File: src/rtl/serial_adder.sv
// Bit-serial ripple adder: one full-adder step per clock, WIDTH steps per addition.
// Optional signed-overflow output enabled by defining SERIAL_ADDER_OVF_EN.
module serial_adder #(
    parameter int WIDTH = 8
) (
    input  logic             clk,
    input  logic             rst,
    input  logic             Start,
    input  logic [WIDTH-1:0] A,
    input  logic [WIDTH-1:0] B,
    input  logic             Cin,
    output logic [WIDTH-1:0] Sum,
    output logic             Cout,
    output logic             Busy,
    output logic             Done
`ifdef SERIAL_ADDER_OVF_EN
    ,
    output logic             Overflow
`endif
);

    localparam int CW = $clog2(WIDTH);

    typedef enum logic [1:0] {IDLE, SHIFT, DONE} state_t;

    state_t           state, state_nxt;
    logic [WIDTH-1:0] a_sr, b_sr, part;
    logic             carry;
    logic [CW-1:0]    cnt;
    logic             fa_s, fa_c, last;

    assign fa_s = a_sr[0] ^ b_sr[0] ^ carry;
    assign fa_c = (a_sr[0] & b_sr[0]) | (a_sr[0] & carry) | (b_sr[0] & carry);
    assign last = (cnt == CW'(WIDTH - 1));

    always_ff @(posedge clk) begin
        if (rst) state <= IDLE;
        else     state <= state_nxt;
    end

    always_comb begin
        state_nxt = state;
        Busy      = 1'b0;
        Done      = 1'b0;
        case (state)
            IDLE:  if (Start) state_nxt = SHIFT;
            SHIFT: begin
                Busy = 1'b1;
                if (last) state_nxt = DONE;
            end
            DONE: begin
                Done      = 1'b1;
                state_nxt = IDLE;
            end
            default: state_nxt = IDLE;
        endcase
    end

    // Sum/Cout only move on the final shift edge so an aborted add never leaks.
    always_ff @(posedge clk) begin
        if (rst) begin
            a_sr  <= '0;
            b_sr  <= '0;
            part  <= '0;
            carry <= 1'b0;
            cnt   <= '0;
            Sum   <= '0;
            Cout  <= 1'b0;
        end else begin
            case (state)
                IDLE: if (Start) begin
                    a_sr  <= A;
                    b_sr  <= B;
                    carry <= Cin;
                    cnt   <= '0;
                end
                SHIFT: begin
                    a_sr  <= a_sr >> 1;
                    b_sr  <= b_sr >> 1;
                    part  <= {fa_s, part[WIDTH-1:1]};
                    carry <= fa_c;
                    cnt   <= cnt + 1'b1;
                    if (last) begin
                        Sum  <= {fa_s, part[WIDTH-1:1]};
                        Cout <= fa_c;
                    end
                end
                default: ;
            endcase
        end
    end

`ifdef SERIAL_ADDER_OVF_EN
    // On the last step, carry holds the carry into the MSB.
    always_ff @(posedge clk) begin
        if (rst)                     Overflow <= 1'b0;
        else if (state == SHIFT && last) Overflow <= carry ^ fa_c;
    end
`endif

endmodule

File: config.mk
export PLATFORM = sky130hd
export DESIGN_NAME = serial_adder
export DESIGN_NICKNAME = d
export VERILOG_FILES = /design/src/rtl/serial_adder.sv
export SDC_FILE = /design/constraint.sdc
export NUM_CORES = 1
export LEC_CHECK = 0
export BUFFER_PORTS_ARGS = -buffer_cell sky130_fd_sc_hd__buf_2
export CORE_UTILIZATION = 49
export CTS_CLUSTER_SIZE = 24
export DETAILED_ROUTE_END_ITERATION = 7
export GPL_ROUTABILITY_DRIVEN = 0
export PLACE_DENSITY = 0.72
export SLEW_MARGIN = 20
export SYNTH_ARGS = -nofsm -noshare
export SYNTH_HDL_FRONTEND = slang
export SYNTH_SLANG_ARGS = --single-unit
File: constraint.sdc
create_clock -name clk -period 1.3 [get_ports clk]
set_input_delay 0.26 -clock clk [delete_from_list [all_inputs] [get_ports clk]]
set_output_delay 0.26 -clock clk [all_outputs]
set_load 0.05 [all_outputs]
# Word level (Yosys, flattened, before mapping)
# Cells that the tools add are included.
[op_classes] n_addsub=1 n_bitwise=7 eq_ne=5 mux=13 n_reduce_logical=5
[op_table] cell="8-bit one-hot mux with 2 select lines" count=2
[op_table] cell="8-bit 2-to-1 mux" count=2
[op_table] cell="3-bit one-hot mux with 2 select lines" count=1
[op_table] cell="2-bit AND reduction" count=3
[op_table] cell="2-bit 2-to-1 mux" count=2
[op_table] cell="2-bit != test, second input constant" count=2
[op_table] cell="2-bit one-hot mux with 2 select lines" count=1
[op_table] cell="3-bit by 1-bit adder with 3-bit output, second input constant" count=1
[op_table] cell="1-bit bitwise AND" count=3
[op_table] cell="3-bit == test, second input constant" count=1
[op_table] cell="1-bit 2-to-1 mux" count=3
[op_table] cell="3-bit 2-to-1 mux" count=1
[op_table] cell="2-bit by 1-bit == test with 1-bit output, second input constant" count=1
[op_table] cell="2-bit == test, second input constant" count=1
[op_table] cell="2-bit zero test" count=1
[op_table] cell="1-bit OR" count=2
[op_table] cell="1-bit one-hot mux with 2 select lines" count=1
[op_table] cell="2-bit nonzero test" count=1
[op_table] cell="1-bit bitwise XOR" count=2
[totals] elab_cells=39 out_inout_bits=11 input_bits=20 ff_bits=39

# Logic depth before layout (Yosys ltp)
# Gate-level depths: netlist of run 1.
[logic_depth] word_depth=4 ltp_mapped=7 depth_no_buf=5

# Worst setup path after synthesis of run 1
# No wires, ideal clock.
[synth_timing] path_type="register to output" start="reg state[0]" end="out Done" path_slack_ps=-244 arrival_ps=1284 path_buffers=2 stages_incl_launch_ff=4 cell_sequence="dfxtp_1 -> buf_6 -> buf_4 -> nor2b_1"
[synth_via] elab_chain_len=2
[synth_rtl] item="start: declaration" line_no="26" text="state_t state, state_nxt;"
[synth_rtl] item="start signal: assignment" line_no="38" text="else state <= state_nxt;"
[synth_rtl] item="2-bit == test" line_no="45" text="case (state)"
[synth_rtl] item="1-bit 2-to-1 mux" line_no="45"
[synth_rtl] item="end: declaration" line_no="15" text="output logic Done"
# No other way between the ends.

# Final worst setup path of run 1
[layout_timing] start="reg state[1]" end="out Done"
# The elaborated chain is that of the path after synthesis.

==> summary.md, run 1 <==
| Metric | Value |
|---|---|
| Run status | `finished with violations` |
| Failing checks | `negative setup slack` |
| Maximum VDD drop | `0.000755 V` |
| Die W | `60.5 um` |
| FFs w/ async S/R, synth | `0` |
| Post-DR wirelength/cell | `13.8 um` |
| Delay-heaviest family, CP | `flip-flops` |
| Fin cells | `265` |
| Leakage Power | `0.944 nW` |
| Syn-to-layout area delta | `34.9%` |
| Final net count | `243` |
| Largest area contributor in the netlist | `dfxtp_1` |
| Cell Pwr Density | `1090 nW/um2` |
| CTS buffer count | `5` |
| Min Tclk post-route | `1370 ps` |
| Register area share after synthesis | `0.454` |
| DR pass1 iterations | `4` |
| Top Ports | `31` |
| Number of global-route vias before repair | `1313` |
| Die ar. | `3660 um2` |
| Most frequent cells after synthesis | `dfxtp_1, nand2_1, nor2_1` |
| N_diodes | `0` |
| Via/cell ratio | `5.26` |
| Hold buffer count at cts | `0` |
| TritonCTS Sinks | `38` |
| CP bufs+invs | `2` |
| Hpwl dp | `2330 um` |
| Top post-synthesis cells by area | `dfxtp_1, a211oi_2, mux2i_1` |
| Hold Path Class | `input port to register` |
| Clk_lat worst skew | `360 ps` |
| FILL cells | `241` |
| CORE AREA | `3150 um2` |
| Worst-path clk slew | `110 ps` |
| Library cells used by synthesis | `28` |
| Share of cells above drive strength 1 | `0.434` |
| Vias | `1394` |
| H-tree depth | `2` |
| First-pass GRT wire length | `5640 um` |
| Routed Antenna Nets | `0` |
| Mapped Cells | `173` |
| Placed cells | `247` |
| Fin. max-slew vios | `0` |
| Reg area | `771 um2` |
| Worst Setup Start Kind | `register` |
| Slowest stage delay, CP | `380 ps` |
| Final Hold Fails | `0` |
| CP required | `1040 ps` |
| Max_cap viols | `0` |
| Highest net fanout along the worst path | `3` |
| Total wire length | `3660 um` |
| FMAX | `729 MHz` |
| Tot Pwr | `2.47 mW` |
| RSZ-0062 raised after global routing | `true` |
| Multi-input logic area | `881 um2` |
| Share of the synthesized area in the top cell type | `0.454` |
| Endpoint class of the critical path | `primary output` |
| Worst slew pin tran | `353 ps` |
| Critical path cell sequence | `buf_6 > nor2b_4 > buf_8` |
| Synth Register Bits | `38` |
| Fin crit share | `1.05` |
| Number of remaining DRC errors | `0` |
| Pin count of the biggest net entering global routing | `16` |
| Cell with the most instances after synthesis | `dfxtp_1` |
| GRT Total Usage | `0.213` |
| Grt ovf | `0` |
| Post-synth EDFFs | `0` |
| Synthesized area | `1680 um2` |
| TritonCTS clock tree | `built` |
| Final setup vio count | `7` |
| Worst setup margin | `-71.3 ps` |
| Worst path arrival time | `1110 ps` |
| Site Rows | `20` |
| Initial antenna violation count | `0` |
| Post-Syn Nets | `196` |
| Clk_skew | `16.5 ps` |
| Top_reg_cell synth | `dfxtp_1` |
| Die height | `60.5 um` |
| Setup CP Type | `register to primary output` |
| Clk buf depth | `2` |
| CTS Root Cell | `clkbuf_4` |
| Yosys Warn Count | `0` |
| Rel. slew slack | `0.762` |
| CP max-delay cell | `dfxtp_4` |
| Average size of a mapped cell | `9.69 um2` |
| Port bufs | `30` |
| Starting DRT DRC Count | `52` |
| Initial core utilization | `0.532` |
[worst reg2reg max path: stages, from the launching register on]
cell	delay, ps
dfxtp_4	370
buf_4	150
o21ba_4	340
buf_8	140
nor2_1	40
a211oi_2	210
[sequential cells by signal, indices dropped and copies added (netlist names)]
register / flops
part: 7
b_sr: 8
state: 2
cnt: 3
carry: 1
Sum: 8
a_sr: 8
Cout: 1
[where the power goes]
part	internal [mW]	switching [mW]	leakage (nW)
sequential	1.22	0.0391	0.313
clock	0.398	0.396	0.0450
combinational	0.220	0.194	0.586
total	1.84	0.629	0.944
[path summary, 6_finish.rpt]
kind	from	slack, ps	end	cells past startpoint
min	B[7]	180	b_sr[7]	3
max	state[1]	-70	Done	3
max reg2reg	state[1]	-40	b_sr[4]	5
min reg2reg	part[3]	460	Sum[2]	2
[kinds of logic after synthesis]
kind of cell,Yosys count,synth area share
simple gates,62,0.169
buf+inv,16,0.0694
compound gates,39,0.191
mux,15,0.0895
fa+ha+maj,3,0.0269
flops,38,0.454
[layout by cell type, fill, tap and decap left out, types with 4 or more instances in the layout]
master	n
dfxtp_1	34
mux2i_1	11
buf_4	11
a211oi_2	15
nor2_1	19
buf_2	28
mux2i_2	4
buf_8	5
clkbuf_4	5
a21oi_1	17
nand2_1	32
[timing repair]
item | in CTS | in global routing
setup buffers | 5 | 1
endpoints found under the setup margin | 11 | 26
cloned | 1 | 3
endpoints found under the hold margin | 0 | 0
pin swaps | 1 | 8
resized for setup | 16 | 21
[per-stage QoR]
stage	TNS, ps	hold WS, ps	instance area [um2]	worst slack, ps	utilization
finish	-176	181	2260	-71.3	0.717
global route	-899	180	2260	-121	0.717
CTS	-301	166	2090	-82.3	0.664
detailed placement	-331	445	1920	-74.5	0.608
global placement	0	441	1920	18.9	0.608
floorplan	0	432	1680	12.9	-
[layer usage]
layer | vias up | track usage | wire length (um)
li1 | 694 | - | -
met1 | 653 | 0.250 | 1550
met2 | 39 | 0.355 | 1840
met3 | 8 | 0.0618 | 192
met4 | 0 | 0.107 | 82
met5 | - | 0 | 0
[cell type report]
| class | count | share of cell area |
|---|---|---|
| clock buffers | 5 | 0.0166 |
| clock inverters | 3 | 0.0177 |
| inverters | 2 | 0.00443 |
| multi-input cells | 120 | 0.390 |
| flip-flops and latches | 38 | 0.341 |
| well taps | 44 | 0.0243 |
| repair buffers | 53 | 0.206 |
(Power assumes the default switching activity.)
==> inputs of run 2 (changes only) <==
clock period = 1.25 ns   (was 1.3 ns; I/O delays follow)
==> summary.md, run 2 (same netlist as run 1, synthesis figures left out) <==
| Metric | Value |
|---|---|
| Switch share | `0.280` |
| FMAX | `728 MHz` |
| Final setup vio count | `5` |
| Initial core utilization | `0.532` |
| Grt ovf | `0` |
| Top Ports | `31` |
| Min Tclk post-route | `1370 ps` |
| Syn-to-layout area delta | `34.7%` |
| Endpoint class of the critical path | `primary output` |
| Most frequent cells in the layout | `dfxtp_1, nand2_1, buf_2` |
| Fin util | `0.716` |
| Run status | `finished with violations` |
| Worst setup margin | `-123 ps` |
| Hpwl dp | `2420 um` |
| Final net count | `242` |
| Post-DR wirelength/cell | `15.3 um` |
| Maximum VDD drop | `0.000684 V` |
| Via/cell ratio | `5.42` |
| Top flop regs | `Sum (8), a_sr (8), b_sr (8)` |
| Post-route cell area | `2260 um2` |
| Die height | `60.5 um` |
| CP Launch Point | `state[0]` |
| CP required | `1000 ps` |
| M1 WL | `1690 um` |
| First-pass GRT wire length | `6260 um` |
| Reg-to-Reg Start | `state[1]` |
| H-tree depth | `2` |
| Hold buffer count at cts | `0` |
| Total wire length | `4050 um` |
| Max_cap viols | `0` |
| Placed cells | `247` |
| Hold Path Class | `input port to register` |
| Worst-path clk slew | `120 ps` |
| CTS Root Cell | `clkbuf_4` |
| Flop pwr share | `0.535` |
| Routed Antenna Nets | `0` |
| Die W | `60.5 um` |
| Int Pwr | `1.76 mW` |
| GRT Total Usage | `0.240` |
| Share of cells above drive strength 1 | `0.441` |
| Post-Place Cell Area | `1940 um2` |
| Final Hold Fails | `0` |
| Comb pwr share | `0.178` |
| Initial antenna violation count | `0` |
| RSZ-0062 raised after global routing | `true` |
| Clk buf depth | `2` |
| HP Start | `B[7]` |
| Site Rows | `20` |
| R2R cell count | `5` |
| TritonCTS clock tree | `built` |
| CTS buffer count | `5` |
| Number of global-route vias before repair | `1403` |
| Tot Pwr | `2.44 mW` |
| CORE AREA | `3150 um2` |
| Setup CP Type | `register to primary output` |
| Rel. slew slack | `0.747` |
| Clk_lat worst skew | `360 ps` |
| Pin count of the biggest net entering global routing | `17` |
| Clock power frac | `0.287` |
| Cell Pwr Density | `1080 nW/um2` |
| Switch Pwr | `0.683 mW` |
| Fin crit share | `1.10` |
| TritonCTS Sinks | `38` |
| Number of remaining DRC errors | `0` |
| Wire length on met3 | `148 um` |
| Fin cells | `264` |
| Leakage Power | `0.915 nW` |
| Commonest non-fill, non-tap cell in the layout | `dfxtp_1` |
| CP endpoint | `Done` |
| Port bufs | `30` |
| Fin. max-slew vios | `0` |
| Vias | `1430` |
| N_diodes | `0` |
| Starting DRT DRC Count | `109` |
| Worst slew pin tran | `379 ps` |
| Worst R2R End | `b_sr[6]` |
| Reg2Reg Setup Slack | `-10 ps` |
| Uppermost layer routed | `met4` |
| Worst Setup Start Kind | `register` |
| Met2 Wirelength | `2140 um` |
| Highest net fanout along the worst path | `4` |
| Die ar. | `3660 um2` |
| Worst path arrival time | `1120 ps` |
| Clk_skew | `11.5 ps` |
| DR pass1 iterations | `4` |
| Failing checks | `negative setup slack` |
## run 2: cell count changes in the layout (fill, tap and decap cells not counted), sizes merged
cell / change
clkinvlp: +1
bufinv: -1
clkinv: -1
clkbuf: +7
buf: -7
## run 2: power groups by stage
stage | clock network, mW | registers, mW | logic (mW)
floorplan | 0 | 1.32 | 0.253
global placement | 0 | 1.33 | 0.330
detailed placement | 0 | 1.33 | 0.349
CTS | 0.692 | 1.30 | 0.390
global route | 0.751 | 1.32 | 0.465
finish | 0.701 | 1.31 | 0.434
## run 2: through the flow
stage / setup slack (ps) / setup TNS [ps] / hold slack (ps)
after floorplan: 2.02 / 0 / 423
after global placement: -30.7 / -156 / 440
after detailed placement: -81.6 / -594 / 450
after CTS: -125 / -200 / 188
after global routing: -164 / -776 / 205
final: -123 / -245 / 190
## run 2: repair_timing
item                       4_1_cts  5_1_grt
setup endpoints to repair       15       34
setup buffers                    5        1
pin swaps                        1       15
gates cloned                     1        2
gates resized for setup         21       22
## run 2: area by class of cell
type	instances	area, um2
Multi-Input combinational cell	120	906
Fill cell	245	895
Sequential cell	38	771
Timing Repair Buffer	52	453
Tap cell	44	55.1
Clock buffer	6	51.3
Clock inverter	2	12.5
Inverter	2	10.0
## run 2: routing by layer
layer / vias to the layer above / GRT usage
li1: 688 / -
met1: 694 / 0.255
met2: 38 / 0.452
met3: 10 / 0.0725
met4: 0 / 0.0779
met5: - / 0
## run 2: worst max-delay path: stages, from the launching register on
cell,delay (ps)
dfxtp_4,390
buf_6,120
nor2b_4,100
buf_6,160
## run 2: worst min path at each step
stage / endpoint / slack [ps] / cells past startpoint
after floorplan: a_sr[7] / 420 / 2
after global placement: Sum[7] / 440 / 2
after detailed placement: Sum[3] / 450 / 2
after CTS: a_sr[7] / 190 / 3
after global routing: b_sr[7] / 200 / 3
final: b_sr[7] / 190 / 3
